`src/rtl/uart_cmd_rx.sv`:
```
// uart_cmd_rx: 8N1 UART receiver plus 4-byte command-frame parser
// that drives the sensor start_read strobe and the accumulation time.
module uart_cmd_rx #(
  parameter int          CLKS_PER_BIT  = 434,
  parameter logic [7:0]  HEADER        = 8'hA5,
  parameter logic [7:0]  ACC_DEFAULT   = 8'd100,
  parameter int          FRAME_TIMEOUT = 50000
) (
  input  logic       clk,
  input  logic       reset,
  input  logic       Rx_in,
  input  logic       busy,
  output logic       start_read,
  output logic [7:0] accum_time,
  output logic       cmd_err,
  output logic [1:0] err_code,
  output logic       rx_valid,
  output logic [7:0] rx_data
);
  localparam int CW = $clog2(CLKS_PER_BIT);
  localparam int TW = $clog2(FRAME_TIMEOUT + 1);
  localparam logic [CW-1:0] HALF = CW'(CLKS_PER_BIT / 2 - 1);
  localparam logic [CW-1:0] FULL = CW'(CLKS_PER_BIT - 1);
  localparam logic [1:0] R_IDLE = 2'd0, R_START = 2'd1, R_DATA = 2'd2, R_STOP = 2'd3;
  localparam logic [1:0] P_HDR = 2'd0, P_OP = 2'd1, P_ARG = 2'd2, P_CHK = 2'd3;

  logic          s1_q, s2_q;
  logic [1:0]    r_q, r_d;
  logic [CW-1:0] cnt_q, cnt_d;
  logic [2:0]    bit_q, bit_d;
  logic [7:0]    sh_q, sh_d;
  logic          brk_q, brk_d;
  logic          rx_valid_q, rx_valid_d;
  logic [7:0]    rx_data_q, rx_data_d;
  logic          ferr;
  logic [1:0]    p_q, p_d;
  logic [7:0]    op_q, op_d, arg_q, arg_d;
  logic [TW-1:0] to_q, to_d;
  logic          start_read_q, start_read_d;
  logic [7:0]    accum_q, accum_d;
  logic          cmd_err_q, cmd_err_d;
  logic [1:0]    err_code_q, err_code_d;
  logic          chk_ok;

  always_comb begin
    r_d        = r_q;
    cnt_d      = cnt_q + 1'b1;
    bit_d      = bit_q;
    sh_d       = sh_q;
    brk_d      = brk_q;
    rx_valid_d = 1'b0;
    rx_data_d  = rx_data_q;
    ferr       = 1'b0;
    case (r_q)
      R_IDLE: begin
        cnt_d = '0;
        bit_d = '0;
        r_d   = s2_q ? R_IDLE : R_START;
      end
      R_START: if (cnt_q == HALF) begin
        cnt_d = '0;
        r_d   = s2_q ? R_IDLE : R_DATA;
      end
      R_DATA: if (cnt_q == FULL) begin
        cnt_d = '0;
        sh_d  = {s2_q, sh_q[7:1]};
        bit_d = bit_q + 1'b1;
        r_d   = (bit_q == 3'd7) ? R_STOP : R_DATA;
      end
      default: if (brk_q) begin
        // hold here through a break so a long low line cannot re-trigger a start
        cnt_d = '0;
        brk_d = ~s2_q;
        r_d   = s2_q ? R_IDLE : R_STOP;
      end else if (cnt_q == FULL) begin
        cnt_d      = '0;
        rx_valid_d = s2_q;
        rx_data_d  = s2_q ? sh_q : rx_data_q;
        ferr       = ~s2_q;
        brk_d      = ~s2_q;
        r_d        = s2_q ? R_IDLE : R_STOP;
      end
    endcase
  end

  assign chk_ok = rx_data_q == (HEADER ^ op_q ^ arg_q);

  always_comb begin
    p_d          = p_q;
    op_d         = op_q;
    arg_d        = arg_q;
    to_d         = (p_q == P_HDR || rx_valid_q) ? '0 : to_q + 1'b1;
    start_read_d = 1'b1;
    accum_d      = accum_q;
    cmd_err_d    = 1'b0;
    err_code_d   = err_code_q;
    if (ferr) begin
      p_d        = P_HDR;
      cmd_err_d  = 1'b1;
      err_code_d = 2'd0;
    end else if (rx_valid_q) begin
      case (p_q)
        P_HDR: p_d = (rx_data_q == HEADER) ? P_OP : P_HDR;
        P_OP: begin
          op_d = rx_data_q;
          p_d  = P_ARG;
        end
        P_ARG: begin
          arg_d = rx_data_q;
          p_d   = P_CHK;
        end
        default: begin
          p_d = P_HDR;
          if (!chk_ok) begin
            cmd_err_d  = 1'b1;
            err_code_d = 2'd1;
          end else if (op_q == 8'h01) begin
            start_read_d = busy;
            cmd_err_d    = busy;
            err_code_d   = busy ? 2'd3 : err_code_q;
          end else if (op_q == 8'h02 && arg_q != 8'd0) begin
            accum_d = arg_q;
          end else begin
            cmd_err_d  = 1'b1;
            err_code_d = 2'd2;
          end
        end
      endcase
    end else if (p_q != P_HDR && to_q == TW'(FRAME_TIMEOUT)) begin
      p_d  = P_HDR;
      to_d = '0;
    end
  end

  always_ff @(posedge clk or posedge reset) begin
    if (reset) begin
      s1_q         <= 1'b1;
      s2_q         <= 1'b1;
      r_q          <= R_IDLE;
      cnt_q        <= '0;
      bit_q        <= '0;
      sh_q         <= '0;
      brk_q        <= 1'b0;
      rx_valid_q   <= 1'b0;
      rx_data_q    <= '0;
      p_q          <= P_HDR;
      op_q         <= '0;
      arg_q        <= '0;
      to_q         <= '0;
      start_read_q <= 1'b1;
      accum_q      <= ACC_DEFAULT;
      cmd_err_q    <= 1'b0;
      err_code_q   <= 2'd0;
    end else begin
      s1_q         <= Rx_in;
      s2_q         <= s1_q;
      r_q          <= r_d;
      cnt_q        <= cnt_d;
      bit_q        <= bit_d;
      sh_q         <= sh_d;
      brk_q        <= brk_d;
      rx_valid_q   <= rx_valid_d;
      rx_data_q    <= rx_data_d;
      p_q          <= p_d;
      op_q         <= op_d;
      arg_q        <= arg_d;
      to_q         <= to_d;
      start_read_q <= start_read_d;
      accum_q      <= accum_d;
      cmd_err_q    <= cmd_err_d;
      err_code_q   <= err_code_d;
    end
  end

  assign start_read = start_read_q;
  assign accum_time = accum_q;
  assign cmd_err    = cmd_err_q;
  assign err_code   = err_code_q;
  assign rx_valid   = rx_valid_q;
  assign rx_data    = rx_data_q;
endmodule

```
`config.mk`:
```
export PLATFORM = sky130hd
export DESIGN_NAME = uart_cmd_rx
export DESIGN_NICKNAME = d
export VERILOG_FILES = /design/src/rtl/uart_cmd_rx.sv
export SDC_FILE = /design/constraint.sdc
export NUM_CORES = 1
export LEC_CHECK = 0
export ABC_AREA = 1
export CAP_MARGIN = 40
export CORE_MARGIN = 2
export CORE_UTILIZATION = 48
export CTS_CLUSTER_DIAMETER = 120
export CTS_CLUSTER_SIZE = 24
export DETAILED_ROUTE_END_ITERATION = 10
export PLACE_DENSITY = 0.78
export SYNTH_ARGS = -nofsm -noshare
export SYNTH_HDL_FRONTEND = slang
export SYNTH_SLANG_ARGS = --single-unit
```
`constraint.sdc`:
```
create_clock -name clk -period 3.4 [get_ports clk]
set_input_delay 0.51 -clock clk [delete_from_list [all_inputs] [get_ports clk]]
set_output_delay 0.51 -clock clk [all_outputs]
set_load 0.01 [all_outputs]
```
==> results.yml, run 1 <==
synth:
  synth_top_area_share: 0.442
  avgSynthCellArea_um2: 8.32
  syn_area_um2: 4190
  synth_warnings: 0
  ys_seq_area_frac: 0.480
  ys_ff_latch: 80
  syn-num-nets: 518
  postSynthCellCount: 503
  synth_edf_count: 0
  ys_types: 40
  async_flop_share: 1.00
  yosys.area.top_type: "dfrtp_1"
  synth_ff_type: "dfrtp_1"
  synthTopCellsByArea: "dfrtp_1 44%, nand2_1 13%, inv_1 6.3%, nand3_1 3.9%, dfstp_2 3.8%"
timing:
  period_share: 0.598
  slew_violations: 0
  final.setup.tns_ns: 0
  final.min_clock_period_ns: 2.03
  hold_viol_final: 0
  fmax_mhz: 492
  skew_ns: 0.0111
  rsz0062_at_grt: "false"
  hold_slack_ns: 0.352
  worst_pin_slew_ns: 0.735
  setup_viol: 0
  slew-limit-headroom: 0.508
routing:
  drtAntennaViolNets: 0
  dr.pass1.iters: 4
  drc: 0
  vias_per_cell: 5.05
  drtIter0Drc: 120
  via_count: 3267
  routed_wire_length_per_instance_um: 12.0
  totalWireLength_mm: 7.75
cells_and_area:
  utilization: 0.551
  syn_to_final_growth_pct: 13.0
  multi_input_area_um2: 1830
  final_cell_mix: "142 x nand2_1, 74 x dfrtp_1, 69 x inv_1, 37 x nor2_1, 33 x nand3_1"
  layout-drive-gt1-share: 0.100
  fin_cells: 647
  layout_commonest_cell: "nand2_1"
  fillCellCount: 769
  diodes: 0
  design_area_um2: 4730
  finalNetCount: 549
  ff_latch_area_um2: 2010
critical_path:
  crit_required_ns: 2.89
  path_cells: "clkdlybuf4s50_1"
  path_class: "reg -> out"
  path_depth: 1
  cp_max_fo: 5
  cp.arrival_ns: 1.52
  cp-end-kind: "output port"
  cp_top_family: "buffers and inverters"
  slowest_stage: "clkdlybuf4s50_1"
  startpoint_type: "register"
  max_stage_delay_ns: 0.62
  rrSetupSlack_ns: 1.50
  ff2ff_path_depth: 7
  path_buf_inv: 1
global_routing:
  grt_pass1_wl_mm: 13.9
  grt_use_total: 0.178
  antenna_found_initial: 0
  grt_start_max_net_pins: 46
  grt_pass1_vias: 3129
  grt_overflow: 0
placement:
  dp_cells: 631
  port_buffers: 24
  place_hpwl_mm: 5.80
  place_area_um2: 4520
  globalplace.congestion: 0.871
cts:
  numCtsBuffers: 9
  cts_setup_buffers: 0
  clkSlewWorstSetupHoldPaths_ns: 0.09
  worstSkewPairLatency_ns: 0.36
  cts_root_buf: "clkbuf_8"
  cts_buffer_depth: 2
  cts.htree.levels: 3
  cts_hold_buf: 0
  clkSinkCount: 80
  postCtsResizedCells: 0
  cts_tree: "yes"
run:
  maxCapViolations: 0
hold_path:
  hold_path_class: "in -> async"
power:
  powerDensity_nw_per_um2: 365
  p_leak_nw: 2.24
  ir_drop_v: 0.000242
floorplanning:
  ios: 25
  die_height_um: 97.4
  fp.coreArea_um2: 8590
  dieArea_um2: 9480
  num_rows: 34
  die_x_um: 97.4
  start_util: 0.487
outcome:
  outcome: "finished, final reports clean"
sequential cells by signal, indices dropped and copies added, names as in the netlist, named ones only:
register,cells
accum_time,8
op_q,8
start_read,1
cmd_err,1
to_q,16
rx_valid,1
cnt_q,9
rx_data,8
err_code,2
bit_q,3
s2_q,1
arg_q,8
brk_q,1
s1_q,1
p_q,2
sh_q,8
r_q,1
report_power, final:
group	switching [mW]	internal (mW)	total, mW
Sequential	0.00136	0.953	0.954
Clock	0.391	0.357	0.748
Combinational	0.0185	0.00492	0.0234
Total	0.411	1.31	1.73
final cells by class:
type / instances / share of cell area
well taps: 108 / 0.0286
clock buffers: 9 / 0.0262
repair buffers: 26 / 0.0540
inverters: 76 / 0.0614
multi-input cells: 341 / 0.387
clock inverters: 7 / 0.0185
flip-flops and latches: 80 / 0.425
final timing paths:
path                           from             to
max                        rx_valid       rx_valid
min                           reset       cnt_q[8]
max reg2reg                cnt_q[1]     rx_data[6]
min reg2reg                    s1_q           s2_q
max in group asynchronous     reset  accum_time[6]
min in group clk               s1_q           s2_q
per-stage QoR:
step,worst slack (ns),power [mW]
floorplan,0.848,0.987
global placement,1.56,0.998
detailed placement,1.45,0.998
CTS,1.34,1.75
global route,1.22,1.79
finish,1.37,1.73
routing by layer:
| metal | track usage | vias to the layer above | routed length, µm |
|---|---|---|---|
| li1 | - | 1682 | - |
| met1 | 0.233 | 1518 | 3650 |
| met2 | 0.289 | 55 | 3640 |
| met3 | 0.0403 | 12 | 317 |
| met4 | 0.0705 | 0 | 150 |
| met5 | 0 | - | 0 |
cell families after synthesis:
family / Yosys count / share of synthesized area
buf+inv: 82 / 0.0831
compound gates: 49 / 0.0640
flops: 80 / 0.480
xor+xnor: 8 / 0.0167
fa+ha+maj: 11 / 0.0329
simple gates: 266 / 0.305
mux: 7 / 0.0188
synthesized netlist by cell type, types with 2 or more instances:
cell type and n:
a21oi_1 10, nand3_1 33, nor4_1 5, nor2_8 3
nand2_8 2, inv_2 4, nand2_1 142, o21ai_0 15
nand4_1 16, dfstp_2 6, nand3b_1 3, mux2_2 7
ha_1 11, nor2_1 37, o21ai_1 18, nor3_1 14
inv_1 70, xor2_1 7, nor2_4 2, dfrtp_1 74
a31oi_1 2, buf_6 4
Power figures use the tool's default switching activity.
==> run 2: changes to the inputs <==
==> constraint.sdc (replaced) <==
create_clock -name clk -period 2 [get_ports clk]
set_input_delay 0.3 -clock clk [delete_from_list [all_inputs] [get_ports clk]]
set_output_delay 0.3 -clock clk [all_outputs]
set_load 0.01 [all_outputs]
==> run 2 against run 1 <==
Die area stayed put. Sequential power is 70% higher. Clock skew is 0.0028 ns higher. Sequential share of layout area is 0.32 points lower. Critical path depth stayed put. Non-clock buffer count is 2 higher. Core utilization is 0.42 points higher. Critical endpoint unchanged.
==> results.yml, run 2 (same netlist as run 1, synthesis figures left out) <==
timing:
  hold_viol_final: 0
  worst_pin_slew_ns: 0.448
  period_share: 0.900
  final.min_clock_period_ns: 1.80
  slew-limit-headroom: 0.701
  rsz0062_at_grt: "false"
  skew_ns: 0.0139
  final.setup.tns_ns: 0
  slew_violations: 0
  setup_viol: 0
  fmax_mhz: 555
placement:
  port_buffers: 24
  place_hpwl_mm: 5.99
  place_area_um2: 4550
  globalplace.congestion: 0.900
  dp_cells: 633
cells_and_area:
  top_register: "to_q"
  fillCellCount: 754
  layout_commonest_cell: "nand2_1"
  layout-drive-gt1-share: 0.104
  finalNetCount: 551
  reg_top3: "to_q: 16 flops, cnt_q: 9 flops"
  fin_cells: 649
  largest_register_ffs: 16
  design_area_um2: 4770
  final_cell_mix: "142 x nand2_1, 74 x dfrtp_1, 69 x inv_1, 37 x nor2_1, 33 x nand3_1"
  diodes: 0
  syn_to_final_growth_pct: 13.9
routing:
  drtAntennaViolNets: 0
  routed_wire_length_per_instance_um: 12.5
  via_count: 3358
  drc: 0
  vias_per_cell: 5.17
  dr.pass1.iters: 4
  totalWireLength_mm: 8.10
  drtIter0Drc: 172
power:
  p_sw_uw: 599
  power_report.internal_total_mw: 2.33
  p_seq_frac: 0.554
  powerDensity_nw_per_um2: 614
  p_leak_nw: 2.26
  switching_share: 0.204
  power_frac_comb: 0.015
  clockPowerShare: 0.431
  ir_drop_v: 0.000348
hold_path:
  whs_endpoint: "s1_q"
  hold_path_class: "in -> reg"
  min_path_cells: 1
  min_from: "Rx_in"
run:
  maxCapViolations: 0
cts:
  cts.htree.levels: 3
  cts_hold_buf: 0
  cts_buffer_depth: 2
  cts_root_buf: "clkbuf_8"
  worstSkewPairLatency_ns: 0.35
  numCtsBuffers: 9
  clkSinkCount: 80
  cts_tree: "yes"
  cts_setup_buffers: 0
  clkSlewWorstSetupHoldPaths_ns: 0.08
  postCtsResizedCells: 0
floorplanning:
  die_x_um: 97.4
  num_rows: 34
  dieArea_um2: 9480
  start_util: 0.487
  die_height_um: 97.4
  ios: 25
  fp.coreArea_um2: 8590
critical_path:
  cp-end-kind: "output port"
  crit_required_ns: 1.70
  cp_max_fo: 5
  cp.arrival_ns: 1.50
  max_stage_delay_ns: 0.61
  startpoint_type: "register"
  path_class: "reg -> out"
  cp_top_family: "buffers and inverters"
  path_cells: "clkdlybuf4s50_1"
  rrSetupSlack_ns: 0.22
  rr_endpoint: "accum_time[5]"
  ff2ff_path_depth: 11
  path_buf_inv: 1
  reg2reg_from: "rx_data[5]"
  slowest_stage: "clkdlybuf4s50_1"
global_routing:
  antenna_found_initial: 0
  grt_pass1_vias: 3422
  grt_use_total: 0.189
  grt_pass1_wl_mm: 14.9
  grt_overflow: 0
  grt_start_max_net_pins: 81
outcome:
  outcome: "finished, final reports clean"
run 2: how the worst max path moves through the flow:
stage / start / to / slack, ns / depth (start not counted)
5_1_grt: rx_data[6] / accum_time[5] / 0.04 / 10
3_3_place_gp: cnt_q[0] / accum_time[7] / 0.27 / 11
4_1_cts: rx_valid / rx_valid / 0.19 / 1
6_report: rx_valid / rx_valid / 0.20 / 1
3_5_place_dp: cnt_q[0] / accum_time[4] / 0.24 / 11
2_1_floorplan: cnt_q[0] / accum_time[0] / 0.41 / 11
run 2: area by class of cell:
type                       count  area (µm²)  area share
inverter                      76         294      0.0617
sequential                    80        2010       0.422
timing repair buffer          28         283      0.0593
clock inverter                 6        83.8      0.0176
multi-input combinational    341        1830       0.385
tap                          108         135      0.0283
clock buffer                  10         128      0.0268
run 2: power groups by stage:
| stage | clock, mW | combinational, mW | sequential, mW |
|---|---|---|---|
| 6_report | 1.26 | 0.0429 | 1.62 |
| 5_1_grt | 1.36 | 0.0499 | 1.62 |
| 4_1_cts | 1.30 | 0.0454 | 1.62 |
| 3_5_place_dp | 0 | 0.0453 | 1.65 |
| 3_3_place_gp | 0 | 0.0448 | 1.65 |
| 2_1_floorplan | 0 | 0.0250 | 1.65 |
run 2: per-stage QoR:
step | hold slack, ns | util | total power, mW | setup slack [ns]
floorplan | 0.304 | - | 1.68 | 0.405
global placement | 0.347 | 0.530 | 1.70 | 0.273
detailed placement | 0.350 | 0.530 | 1.70 | 0.239
CTS | 0.347 | 0.554 | 2.96 | 0.190
global route | 0.362 | 0.555 | 3.04 | 0.0361
finish | 0.357 | 0.555 | 2.93 | 0.199
run 2: per-layer routing:
metal	routed length (µm)	global-route usage	up-vias
met5	0	0	-
met4	191	0.0876	0
met3	306	0.0281	18
met2	3950	0.322	75
met1	3640	0.239	1583
li1	-	-	1682
==> run 3: changes to the inputs <==
--- a/config.mk
+++ b/config.mk
@@ -7,12 +7,14 @@
 export LEC_CHECK = 0
 export ABC_AREA = 1
 export CAP_MARGIN = 40
+export CORE_ASPECT_RATIO = 0.6
 export CORE_MARGIN = 2
 export CORE_UTILIZATION = 48
 export CTS_CLUSTER_DIAMETER = 120
 export CTS_CLUSTER_SIZE = 24
 export DETAILED_ROUTE_END_ITERATION = 10
 export PLACE_DENSITY = 0.78
+export SKIP_LAST_GASP = 1
 export SYNTH_ARGS = -nofsm -noshare
 export SYNTH_HDL_FRONTEND = slang
 export SYNTH_SLANG_ARGS = --single-unit
==> run 3 against run 2 <==
Clock skew is 0.0056 ns lower. Largest cell class unchanged. First-iteration DRC count rose by 51%. Total power rose by 11%. Critical path depth stayed put. Largest power group unchanged. Maximum frequency fell by 0.49%. Clock power rose by 25%. Sequential power about the same. Sequential cell count unchanged. Combinational power grew 12%.
==> results.yml, run 3 (same netlist as run 1, synthesis figures left out) <==
cells_and_area:
  syn_to_final_growth_pct: 16.0
  design_area_um2: 4860
  fin_cells: 654
  layout_commonest_cell: "nand2_1"
  largest_register_ffs: 16
  top_register: "to_q"
  finalNetCount: 552
  layout-drive-gt1-share: 0.0978
  reg_top3: "to_q: 16 flops, cnt_q: 9 flops"
  diodes: 0
  utilization: 0.572
  final_cell_mix: "142 x nand2_1, 74 x dfrtp_1, 69 x inv_1, 37 x nor2_1, 33 x nand3_1"
critical_path:
  reg2reg_from: "cnt_q[1]"
  cp_max_fo: 5
  cp.arrival_ns: 1.51
  path_buf_inv: 1
  crit_required_ns: 1.70
  path_cells: "clkdlybuf4s50_1"
  crit_end: "rx_valid"
  startpoint_type: "register"
  max_stage_delay_ns: 0.61
  cp-end-kind: "output port"
  slowest_stage: "clkdlybuf4s50_1"
  cp_top_family: "buffers and inverters"
  timing.critical_path.from: "rx_valid"
  path_depth: 1
  ff2ff_path_depth: 10
  rrSetupSlack_ns: 0.22
  path_class: "reg -> out"
  rr_endpoint: "to_q[2]"
cts:
  worstSkewPairLatency_ns: 0.34
  cts_tree: "yes"
  cts_root_buf: "clkbuf_16"
  cts_buffer_depth: 2
  clkSlewWorstSetupHoldPaths_ns: 0.06
  cts.htree.levels: 3
  cts_setup_buffers: 0
  numCtsBuffers: 9
  clkSinkCount: 80
floorplanning:
  ios: 25
  fp.coreArea_um2: 8490
  num_rows: 26
  die_x_um: 125
  dieArea_um2: 9510
  die_height_um: 76.3
  start_util: 0.493
power:
  powerDensity_nw_per_um2: 671
  p_sw_uw: 653
  power_mw: 3.26
  power_frac_comb: 0.015
  power_report.internal_total_mw: 2.60
  ir_drop_v: 0.000412
  p_leak_nw: 2.29
  clockPowerShare: 0.486
  p_seq_frac: 0.499
  switching_share: 0.201
run:
  maxCapViolations: 0
routing:
  drc: 0
  totalWireLength_mm: 8.86
  drtAntennaViolNets: 0
  vias_per_cell: 5.22
  dr.pass1.iters: 5
  via_count: 3412
  drtIter0Drc: 260
  routed_wire_length_per_instance_um: 13.5
placement:
  place_area_um2: 4580
  place_hpwl_mm: 6.58
  port_buffers: 24
  dp_cells: 638
  globalplace.congestion: 0.864
  place_ws_ns: 0.174
timing:
  final.min_clock_period_ns: 1.81
  setup_viol: 0
  slew_violations: 0
  rsz0062_at_grt: "false"
  hold_viol_final: 0
  skew_ns: 0.00830
  slew-limit-headroom: 0.704
  hold_slack_ns: 0.316
  period_share: 0.905
  fmax_mhz: 553
  fin_ws_ns: 0.191
  worst_pin_slew_ns: 0.443
  final.setup.tns_ns: 0
global_routing:
  antenna_found_initial: 0
  grt_start_max_net_pins: 40
  grt_pass1_wl_mm: 15.3
  grt_pass1_vias: 3245
  grt_use_total: 0.200
  grt_overflow: 0
outcome:
  outcome: "finished, final reports clean"
hold_path:
  hold_path_class: "in -> async"
run 3: cell types whose count changed in the layout (fill, tap and decap cells not counted), sizes merged:
cell / change
buf: +1
bufinv: -1
clkbuf: +4
clkinv: -3
run 3: worst min path at each step:
stage / to / cells past startpoint
floorplan: s1_q / 0
global placement: s2_q / 0
detailed placement: s2_q / 0
CTS: rx_data[2] / 2
global route: rx_data[2] / 2
finish: rx_data[2] / 2
run 3: power by group through the flow:
stage	Clock, mW	Sequential [mW]	Combinational, mW
finish	1.58	1.63	0.0482
CTS	1.63	1.63	0.0512
global route	1.70	1.62	0.0567
floorplan	0	1.65	0.0250
detailed placement	0	1.65	0.0510
global placement	0	1.65	0.0502
run 3: timing repair:
| item | CTS | global route |
|---|---|---|
| resized for setup | 0 | 1 |
| setup endpoints to repair | 0 | 2 |
| hold buffers | 0 | 0 |
run 3: routing by layer:
metal / GRT usage / up-vias / wire length, µm / share of wire
li1: - / 1680 / - / -
met1: 0.274 / 1618 / 4340 / 0.49
met2: 0.297 / 98 / 3820 / 0.43
met3: 0.0751 / 16 / 568 / 0.064
met4: 0.0607 / 0 / 131 / 0.015
met5: 0 / - / 0 / 0
run 3: area by class of cell:
class | count | area, µm²
flip-flops and latches | 80 | 2010
repair buffers | 29 | 303
inverters | 76 | 294
clock inverters | 2 | 35.0
fillers | 734 | 3630
multi-input cells | 341 | 1830
well taps | 112 | 140
clock buffers | 14 | 244
